### config.mk
export PLATFORM = sky130hd
export DESIGN_NAME = lifo_stack_param
export DESIGN_NICKNAME = d
export VERILOG_FILES = /design/src/rtl/lifo_stack_param.sv
export SDC_FILE = /design/constraint.sdc
export NUM_CORES = 1
export LEC_CHECK = 0
export BUFFER_PORTS_ARGS = -buffer_cell sky130_fd_sc_hd__buf_2
export CORE_ASPECT_RATIO = 1.4
export CORE_MARGIN = 1
export CORE_UTILIZATION = 55
export CTS_BUF_LIST = sky130_fd_sc_hd__clkbuf_8 sky130_fd_sc_hd__clkbuf_16
export DETAILED_ROUTE_END_ITERATION = 10
export PLACE_DENSITY = 0.79
export REMOVE_ABC_BUFFERS = 1
export SLEW_MARGIN = 40
export SYNTH_ARGS = -nofsm -noshare
export SYNTH_HDL_FRONTEND = slang
export SYNTH_SLANG_ARGS = --single-unit
### constraint.sdc
create_clock -name clk -period 9.55 [get_ports clk]
set_clock_uncertainty 0.1 [all_clocks]
set_input_delay 0.955 -clock clk [delete_from_list [all_inputs] [get_ports clk]]
set_output_delay 0.955 -clock clk [all_outputs]
set_load 0.01 [all_outputs]
### src/rtl/lifo_stack_param.sv
// Parametrised LIFO stack with status, replace-top, sticky errors, high-water mark
// and a flattened top-first view of every entry.
module lifo_stack_param #(
   parameter int DATA_W = 10,
   parameter int DEPTH  = 7,
   parameter int CNT_W  = $clog2(DEPTH + 1)
) (
   input  logic                      clk,
   input  logic                      rst,
   input  logic                      push,
   input  logic [DATA_W-1:0]         indata,
   input  logic                      pop,
   input  logic                      clr_err,
   output logic [DATA_W-1:0]         outdata,
   output logic                      empty,
   output logic                      full,
   output logic [CNT_W-1:0]          count,
   output logic [CNT_W-1:0]          hwm,
   output logic                      overflow,
   output logic                      underflow,
   output logic [DEPTH*DATA_W-1:0]   dbg_stack
);

   localparam logic [CNT_W-1:0] LP_DEPTH = CNT_W'(DEPTH);

   logic [DATA_W-1:0] r_mem [DEPTH];
   logic [CNT_W-1:0]  r_count;
   logic [CNT_W-1:0]  r_hwm;
   logic              r_ovf;
   logic              r_udf;

   logic              w_empty;
   logic              w_full;
   logic              w_wr_push;
   logic              w_replace;
   logic              w_do_pop;
   logic              w_ovf_evt;
   logic              w_udf_evt;
   logic [CNT_W-1:0]  w_cnt_nxt;
   logic [DATA_W-1:0] w_top;
   logic [DEPTH*DATA_W-1:0] w_dbg;

   function automatic logic [CNT_W-1:0] f_max(input logic [CNT_W-1:0] a,
                                              input logic [CNT_W-1:0] b);
      return (a > b) ? a : b;
   endfunction

   assign w_empty = (r_count == '0);
   assign w_full  = (r_count == LP_DEPTH);

   // Push+pop on an empty stack degrades to a plain push; on a non-empty one it replaces the top.
   always_comb begin
      w_wr_push = 1'b0;
      w_replace = 1'b0;
      w_do_pop  = 1'b0;
      w_ovf_evt = 1'b0;
      w_udf_evt = 1'b0;
      w_cnt_nxt = r_count;
      unique case ({push, pop})
         2'b10: begin
            if (w_full) w_ovf_evt = 1'b1;
            else        w_wr_push = 1'b1;
         end
         2'b01: begin
            if (w_empty) w_udf_evt = 1'b1;
            else         w_do_pop  = 1'b1;
         end
         2'b11: begin
            if (w_empty) w_wr_push = 1'b1;
            else         w_replace = 1'b1;
         end
         default: ;
      endcase
      if (w_wr_push)     w_cnt_nxt = r_count + CNT_W'(1);
      else if (w_do_pop) w_cnt_nxt = r_count - CNT_W'(1);
   end

   always_ff @(posedge clk) begin
      if (rst) begin
         r_count <= '0;
         r_hwm   <= '0;
         r_ovf   <= 1'b0;
         r_udf   <= 1'b0;
         for (int j = 0; j < DEPTH; j++) r_mem[j] <= '0;
      end else begin
         // Popped slots are zeroed so everything above the top always reads 0.
         for (int j = 0; j < DEPTH; j++) begin
            if (w_wr_push && (CNT_W'(j) == r_count))
               r_mem[j] <= indata;
            else if (w_replace && (CNT_W'(j + 1) == r_count))
               r_mem[j] <= indata;
            else if (w_do_pop && (CNT_W'(j + 1) == r_count))
               r_mem[j] <= '0;
         end
         r_count <= w_cnt_nxt;
         r_hwm   <= clr_err ? w_cnt_nxt : f_max(r_hwm, w_cnt_nxt);
         r_ovf   <= w_ovf_evt | (r_ovf & ~clr_err);
         r_udf   <= w_udf_evt | (r_udf & ~clr_err);
      end
   end

   always_comb begin
      w_top = '0;
      for (int j = 0; j < DEPTH; j++) begin
         if (CNT_W'(j + 1) == r_count) w_top = r_mem[j];
      end
   end

   // Debug slot i shows mem[count-1-i]; slots at or beyond count stay 0.
   always_comb begin
      w_dbg = '0;
      for (int i = 0; i < DEPTH; i++) begin
         for (int j = 0; j < DEPTH; j++) begin
            if ((CNT_W'(i) < r_count) && (CNT_W'(j + i + 1) == r_count))
               w_dbg[i*DATA_W +: DATA_W] = r_mem[j];
         end
      end
   end

   assign outdata   = w_top;
   assign empty     = w_empty;
   assign full      = w_full;
   assign count     = r_count;
   assign hwm       = r_hwm;
   assign overflow  = r_ovf;
   assign underflow = r_udf;
   assign dbg_stack = w_dbg;

endmodule

==> results of run 1 <==
-- metrics by stage --
step                      std cells  hold slack [ns]
after floorplan                 730            0.383
final                          1011            0.375
after global placement          994            0.356
after CTS                      1010            0.379
after global routing           1010            0.407
after detailed placement        994            0.369
-- worst max-delay path: cells and delay by family, from the launching register on --
kind,cells,cell delay (ns)
simple gates,2,0.85
compound gates,2,0.44
fa+ha+maj,2,0.75
flops,1,0.66
buf+inv,3,0.98
-- layout make-up --
class / count / area [um2] / area share, %
Multi-Input combinational cell: 635 / 4030 / 54.1
Sequential cell: 78 / 2260 / 30.4
Timing Repair Buffer: 117 / 618 / 8.30
Clock buffer: 9 / 225 / 3.02
Tap cell: 147 / 184 / 2.47
Clock inverter: 7 / 65.1 / 0.873
Inverter: 17 / 63.8 / 0.856
Antenna cell: 1 / 2.50 / 0.0336
-- placed cells by master (no fill, tap or decap), types with 19 or more instances in the layout --
master and n:
a22oi_1 29, o21ai_0 55, and2_1 76, buf_2 104, a221oi_1 19, nor2_1 61
a21oi_1 82, edfxtp_1 70, nor2b_1 28, nand2_1 66
-- sequential cells by signal, indices dropped and copies added, names as in the netlist --
register and flops:
r_mem 70, hwm 3, underflow 1, overflow 1, count 3
-- worst max path at each step --
| stage | start | end |
|---|---|---|
| 6_report | count[0]$_SDFF_PP0_ | dbg_stack[52] |
| 5_1_grt | count[0]$_SDFF_PP0_ | dbg_stack[52] |
| 4_1_cts | count[0]$_SDFF_PP0_ | dbg_stack[52] |
| 3_5_place_dp | count[0]$_SDFF_PP0_ | hwm[2]$_SDFFE_PP0P_ |
| 3_3_place_gp | count[0]$_SDFF_PP0_ | hwm[2]$_SDFFE_PP0P_ |
| 2_1_floorplan | count[1]$_SDFF_PP0_ | dbg_stack[40] |
-- cells by family after synthesis --
kind of cell	count (synthesis)
buf+inv	93
compound gates	295
fa+ha+maj	10
simple gates	322
flops	78
mux	6
xor+xnor	2
-- power by group through the flow --
stage	Clock (W)	Sequential (W)	Combinational, W
floorplan	0	0.000507	0.000582
global placement	0	0.000496	0.000905
detailed placement	0	0.000501	0.000939
CTS	0.000347	0.000494	0.000944
global route	0.000363	0.000502	0.00103
finish	0.000352	0.000499	0.000982
-- per-layer routing --
metal  global-route usage [%]  routed length, um  up-vias
met2                     59.7              11500      682
met1                     51.1               8780     3371
met5                        0                  0        -
met4                     32.7               2300        0
met3                     12.4               3620      193
li1                         -                  -     3103
==> flow_summary.yaml, run 1 <==
routing:
  postRouteAntennaNets: 0
  vias_per_cell: 7.27
  firstDrtPassIters: 9
  routedWlPerCell_um: 25.9
  via_count: 7349
  wirelength_um: 26200
  remaining_drc_errors: 0
  drt-initial-drc-count: 1214
power:
  total_leakage_power_nw: 2.91
  clkPwrFrac_pct: 19.2
  ir_worst_vdd_v: 0.000202
  p_per_area_nw_per_um2: 246
  p_int_w: 0.000969
  combPwrFrac_pct: 53.6
  power_w: 0.00183
  p_seq_share_pct: 27.2
  power.switching_w: 0.000865
  p_sw_share_pct: 47.2
cells_and_area:
  area_growth_pct: 11.1
  fin_nets: 883
  final_area_um2: 7450
  drive_above_1_share_pct: 19.8
  fill_cells: 1018
  fin_util_pct: 62.7
logic_synthesis:
  ys_seq_area_share_pct: 33.7
  yosys-top-cells-count: "a21oi_1 (83), and2_1 (78), edfxtp_1 (70)"
  synth_area_leaders: "edfxtp_1 (31%), and2_1 (7.3%), a21oi_1 (6.2%)"
  synth_xor_area_share_pct: 0.261
  synth_mux_area_share_pct: 0.970
  synth_top_area_share_pct: 31.3
  yosys.area_share.simple_pct: 26.2
  syn_inst: 806
  ys.flop_type: "edfxtp_1"
  async_flop_share_pct: 0
  synth_area_leader_cell: "edfxtp_1"
  synthAdderAreaFrac_pct: 1.87
  synth_top_family_by_area: "compound AO/OA/AOI/OAI gates"
  syn_area_um2: 6710
  ys_types: 68
  syn_area_per_cell_um2: 8.32
  yosysWarnings: 0
  synth_compound_area_share_pct: 29.9
  yosysMostFrequentCell: "a21oi_1"
  synth-edff-count: 70
  ys_seq_elements: 78
timing:
  slew_headroom_pct: 38.4
  setup_viol: 0
  finalSetupTns_ns: 0
  max_freq_mhz: 196
  finalMaxSlewViolations: 0
  final-hold-violation-count: 0
  worst_pin_slew_ns: 0.918
  timing.final.ws_setup_ns: 4.45
  final.min_clock_period_ns: 5.10
  rsz0062_at_grt: "false"
  min_period_over_period_pct: 53.4
clock_tree:
  ctsHoldBuffers: 0
  cts_buffers: 9
  cts_tree: "built"
  clk_path_buf_depth: 2
  clkSinkCount: 78
  root_buffer: "clkbuf_16"
  post-cts-setup-buffers: 0
  clock_latency_ns: 0.35
  path_clk_slew_ns: 0.06
  cts-resized-gates: 0
  htree_levels: 3
min_path:
  min-delay-start: "overflow$_SDFF_PP0_"
  min_path_cells: 2
  min_to: "overflow$_SDFF_PP0_"
  holdCritPathClass: "flop to flop"
floorplanning:
  io_pins: 105
  fp.dieArea_um2: 12600
  die_h_um: 133
  design.core.area_um2: 11900
  initial_core_util_pct: 56.4
  die_w_um: 95.3
  num_rows: 47
critical_path:
  r2r_start: "count[0]$_SDFF_PP0_"
  critPathLaunchType: "flop"
  cp_max_fo: 26
  max_stage_delay_ns: 0.66
  r2r_slack_ns: 4.70
  critical_path_class: "flop to primary output"
  cp.arrival_ns: 4.05
  cp.required_ns: 8.50
  rr_worst_depth: 14
  crit_chain: "buf_4 -> ha_1 -> ha_2 -> buf_4 -> nand2_1 -> nor2_2 -> a22oi_1 -> o21ai_0 -> buf_2"
  slowest_stage: "dfxtp_1"
  r2r-end: "hwm[2]$_SDFFE_PP0P_"
  cp-end-kind: "primary output"
  path_common_cell: "buf_4"
grt:
  grt_pass1_wl_um: 38900
  antenna_found_initial: 0
  grt_max_degree: 67
  grt_overflow_total: 0
  grt_use_total_pct: 41.6
  grt_pass1_vias: 6756
placement:
  post-place-ws_ns: 4.85
  place_congestion: 1.01
  io_buffers: 104
  dpl_cell_area_um2: 7150
  dp_hpwl_um: 16200
flow_run:
  cap_violations: 0
run_status:
  status: "completed"
Power figures use the tool's default switching activity.
==> run 2: changes to the inputs <==
Clock period 9.55 ns to 5.3 ns, I/O delays scaled along.
==> run 2 against run 1 <==
The run now ends with DRC left. Count of clock-buffer cells in the layout unchanged. Core utilization increased by 0.43 points. Total power increased by 81%. Sequential power increased by 80%. Final cell count about the same. Register-to-register slack got worse by 3.7 ns. Critical path depth unchanged. Combinational power increased by 83%. Routed wire length increased by 0.42%. Non-clock buffer count increased by 2. Clock power increased by 79%. Via count increased by 1.9%. Critical path type unchanged. Critical endpoint is now dbg_stack[50].
==> flow_summary.yaml, run 2 (same netlist as run 1, synthesis figures left out) <==
routing:
  routedWlPerCell_um: 26.0
  wirelength_um: 26300
  firstDrtPassIters: 9
  remaining_drc_errors: 1
  via_count: 7491
  drt-initial-drc-count: 1219
  vias_per_cell: 7.40
  postRouteAntennaNets: 0
critical_path:
  r2r_start: "count[1]$_SDFF_PP0_"
  path_common_cell: "buf_4"
  slowest_stage: "nor2_2"
  critical_path_class: "flop to primary output"
  cp_max_fo: 37
  cp-end-kind: "primary output"
  startpoint: "count[0]$_SDFF_PP0_"
  max_stage_delay_ns: 0.64
  critPathLaunchType: "flop"
  crit_chain: "buf_4 -> ha_1 -> ha_2 -> buf_4 -> nand2_1 -> nor2_2 -> a22oi_1 -> o21ai_0 -> buf_2"
  cp.arrival_ns: 3.75
  r2r_slack_ns: 1.00
  cp.required_ns: 4.67
timing:
  max_freq_mhz: 228
  finalMaxSlewViolations: 0
  setup_viol: 0
  rsz0062_at_grt: "false"
  final-hold-violation-count: 0
  final.min_clock_period_ns: 4.38
  min_period_over_period_pct: 82.6
  finalSetupTns_ns: 0
  worst_pin_slew_ns: 0.901
  slew_headroom_pct: 39.9
floorplanning:
  initial_core_util_pct: 56.4
  die_w_um: 95.3
  design.core.area_um2: 11900
  io_pins: 105
  num_rows: 47
  die_h_um: 133
  fp.dieArea_um2: 12600
grt:
  grt_max_degree: 89
  grt_pass1_vias: 7011
  grt_pass1_wl_um: 39400
  grt_use_total_pct: 42.1
  grt_overflow_total: 0
  antenna_found_initial: 0
min_path:
  holdCritPathClass: "flop to flop"
  min-delay-start: "overflow$_SDFF_PP0_"
clock_tree:
  ctsHoldBuffers: 0
  clk_path_buf_depth: 2
  clkSinkCount: 78
  cts-resized-gates: 0
  post-cts-setup-buffers: 0
  clock_latency_ns: 0.34
  cts_buffers: 9
  cts_tree: "built"
  path_clk_slew_ns: 0.06
  htree_levels: 3
  root_buffer: "clkbuf_16"
power:
  total_leakage_power_nw: 2.92
  power.switching_w: 0.00156
  p_sw_share_pct: 46.9
  combPwrFrac_pct: 54.0
  p_int_w: 0.00177
  p_seq_share_pct: 27.1
  p_per_area_nw_per_um2: 443
  ir_worst_vdd_v: 0.000287
  clkPwrFrac_pct: 18.9
flow_run:
  cap_violations: 0
cells_and_area:
  layout_common_cells: "buf_2 (104), a21oi_1 (83), and2_1 (76), edfxtp_1 (70), nand2_1 (65)"
  multi_input_area_um2: 4050
  final_common_cell: "buf_2"
  final_area_um2: 7500
  fill_cells: 997
  drive_above_1_share_pct: 20.8
  regArea_um2: 2260
  regMostFlops: "r_mem"
  area_growth_pct: 11.9
  largest_register_ffs: 70
  antennaDiodeCount: 0
  fin_nets: 885
placement:
  dpl_cell_area_um2: 7170
  place_congestion: 0.938
  io_buffers: 104
  dp_hpwl_um: 16200
run_status:
  status: "finished with violations"
  violations: "DRC"
## run 2: worst paths after layout
path / end / cells past startpoint
max: dbg_stack[50] / 9
min: overflow$_SDFF_PP0_ / 2
max reg2reg: hwm[2]$_SDFFE_PP0P_ / 11
min reg2reg: overflow$_SDFF_PP0_ / 2
## run 2: power groups by stage
stage	Sequential, W	Combinational, W	Clock (W)
after global placement	0.000897	0.00164	0
after detailed placement	0.000902	0.00170	0
final	0.000900	0.00180	0.000630
after floorplan	0.000913	0.00105	0
after CTS	0.000890	0.00171	0.000627
after global routing	0.000908	0.00190	0.000648
## run 2: metal layers
metal  up-vias  wire length [um]  global-route usage (%)  share of wire, %
met1      3458              8660                    52.0                33
met2       745             11900                    62.4                45
met5         -                 0                       0                 0
met4         0              1920                    27.8               7.3
li1       3113                 -                       -                 -
met3       175              3780                    12.6                14
## run 2: cell type report
type | instances | area share (%)
Clock inverter | 7 | 1.00
Tap cell | 147 | 2.45
Clock buffer | 9 | 3.00
Timing Repair Buffer | 119 | 8.61
Sequential cell | 78 | 30.2
Multi-Input combinational cell | 635 | 53.9
Inverter | 17 | 0.851
## run 2: metrics by stage
stage	setup slack (ns)	util, %	instances	total power (W)	hold WS (ns)
detailed placement	1.20	60.3	995	0.00260	0.367
global route	0.813	63.2	1012	0.00345	0.407
global placement	1.29	60.0	995	0.00254	0.355
finish	0.922	63.2	1012	0.00333	0.377
CTS	1.12	62.9	1011	0.00322	0.383
floorplan	0.260	-	730	0.00196	0.383
## run 2: worst max-delay path: cells and delay by family, from the launching register on
kind            cells  cell delay [ns]
compound gates      2             0.45
fa+ha+maj           2             0.76
buf+inv             3             1.01
flops               1             0.33
simple gates        2             0.85
==> run 3: changes to the inputs <==
Settings changed: CORE_UTILIZATION 55 to 53.
Clock period 5.3 ns to 3.6 ns, I/O delays scaled along.
==> run 3 against run 2 <==
The flow now finishes without violations. Combinational power grew 47%. Core utilization shrank 0.93 points. Total power rose by 48%. Hold slack got worse by 0.16 ns. Global-route usage shrank 4.0 points. Routed wire length fell by 4.1%. Sequential power grew 47%. Flip-flop and latch count did not move. First-iteration DRC count shrank 20%. Critical path type unchanged.
==> flow_summary.yaml, run 3 (same netlist as run 1, synthesis figures left out) <==
cells_and_area:
  area_growth_pct: 14.3
  fill_cells: 1092
  regMostFlops: "r_mem"
  final_common_cell: "buf_2"
  layout_common_cells: "buf_2 (104), a21oi_1 (83), and2_1 (78), edfxtp_1 (70), nand2_1 (66)"
  largest_register_ffs: 70
  fin_nets: 911
  drive_above_1_share_pct: 21.9
  post_layout_nonfiller_instances: 1041
  fin_util_pct: 62.2
  antennaDiodeCount: 0
timing:
  finalMaxSlewViolations: 0
  rsz0062_at_grt: "false"
  fin_hold_ws_ns: 0.219
  setup_viol: 0
  final-hold-violation-count: 0
  slew_headroom_pct: 42.0
  final.min_clock_period_ns: 3.49
  worst_pin_slew_ns: 0.864
  min_period_over_period_pct: 97.0
  max_freq_mhz: 286
  timing.final.ws_setup_ns: 0.106
critical_path:
  cp.required_ns: 3.14
  cp_max_fo: 66
  cp-end-kind: "primary output"
  critPathLaunchType: "flop"
  cp.arrival_ns: 3.03
  critical_path_class: "flop to primary output"
floorplanning:
  design.core.area_um2: 12300
  die_w_um: 97.1
  die_h_um: 135
  num_rows: 48
  initial_core_util_pct: 54.5
  fp.dieArea_um2: 13100
  io_pins: 105
power:
  total_leakage_power_nw: 3.05
  power.switching_w: 0.00225
  p_int_w: 0.00267
  p_sw_share_pct: 45.7
  power_w: 0.00492
  p_seq_share_pct: 26.9
  combPwrFrac_pct: 53.8
  p_per_area_nw_per_um2: 642
  ir_worst_vdd_v: 0.000504
  clkPwrFrac_pct: 19.4
placement:
  io_buffers: 104
  dp.cells: 1025
  place_congestion: 0.959
  dp_hpwl_um: 16800
  post-place-ws_ns: 0.487
routing:
  routedWlPerCell_um: 24.2
  drt-initial-drc-count: 974
  wirelength_um: 25200
  remaining_drc_errors: 0
  postRouteAntennaNets: 0
  firstDrtPassIters: 6
  via_count: 7253
  vias_per_cell: 6.97
grt:
  grtUsageMet3_pct: 7.97
  use_met1_pct: 47.0
  grt_max_degree: 67
  grt_pass1_vias: 6597
  grt_use_total_pct: 38.0
  grtUsageMet2_pct: 59.5
  grt_overflow_total: 0
  antenna_found_initial: 1
  grt_pass1_wl_um: 37600
  busiest_layer: "met2"
clock_tree:
  clock_latency_ns: 0.35
  cts_buffers: 9
  cts-resized-gates: 0
  htree_levels: 3
  post-cts-setup-buffers: 0
  cts_tree: "built"
  clkSinkCount: 78
  path_clk_slew_ns: 0.06
  root_buffer: "clkbuf_16"
  ctsHoldBuffers: 0
  clk_path_buf_depth: 2
flow_run:
  cap_violations: 0
min_path:
  holdCritPathClass: "input pin to flop"
run_status:
  status: "completed"
==> run 3: changes by cell type in the layout (fill, tap and decap cells not counted), moves of 2 or more <==
cell	previous run	this run
buf_4	14	39
and2_1	76	78
and2_2	2	0
clkinvlp_4	2	0
inv_6	0	2
o21ai_1	3	5
==> run 3: routing by layer <==
metal	share of wire, %	routed length [um]	up-vias
met5	0	0	-
met4	6.9	1750	0
met3	12	3030	158
met2	47	11800	578
met1	34	8680	3351
li1	-	-	3166
==> run 3: path summary, 6_finish.rpt <==
check / startpoint / endpoint / slack [ns] / depth (start not counted)
hold / removal: clr_err / overflow$_SDFF_PP0_ / 0.22 / 3
setup / recovery: count[1]$_SDFF_PP0_ / dbg_stack[13] / 0.11 / 8
hold reg to reg: overflow$_SDFF_PP0_ / overflow$_SDFF_PP0_ / 0.38 / 2
setup reg to reg: count[1]$_SDFF_PP0_ / hwm[0]$_SDFFE_PP0P_ / 0.48 / 13
==> run 3: through the flow <==
stage               instance area, um2  TNS, ns
floorplan                         6300  -106.74
global placement                  7350        0
detailed placement                7350        0
CTS                               7660        0
global route                      7660        0
finish                            7660        0
==> run 3: layout make-up <==
type                       instances  area, um2  area share (%)
timing repair buffer             145        853            11.1
clock buffer                       9        225            2.94
clock inverter                     7       81.3            1.06
tap                              150        188            2.45
sequential                        78       2260            29.5
multi-input combinational        635       3990            52.0
inverter                          17       63.8           0.833
==> run 3: power groups by stage <==
stage	clock network, W	registers [W]	logic, W
4_1_cts	0.000954	0.00131	0.00258
6_report	0.000952	0.00132	0.00264
5_1_grt	0.000976	0.00133	0.00283
3_5_place_dp	0	0.00132	0.00257
2_1_floorplan	0	0.00134	0.00154
3_3_place_gp	0	0.00132	0.00253
==> run 3: critical path, stage by stage, from the launching register on <==
cell      delay (ns)
dfxtp_1         0.39
buf_4           0.41
ha_2            0.33
buf_12          0.29
nor4b_2         0.55
a221o_1         0.26
a221oi_1        0.08
nor2_1          0.20
buf_2           0.16
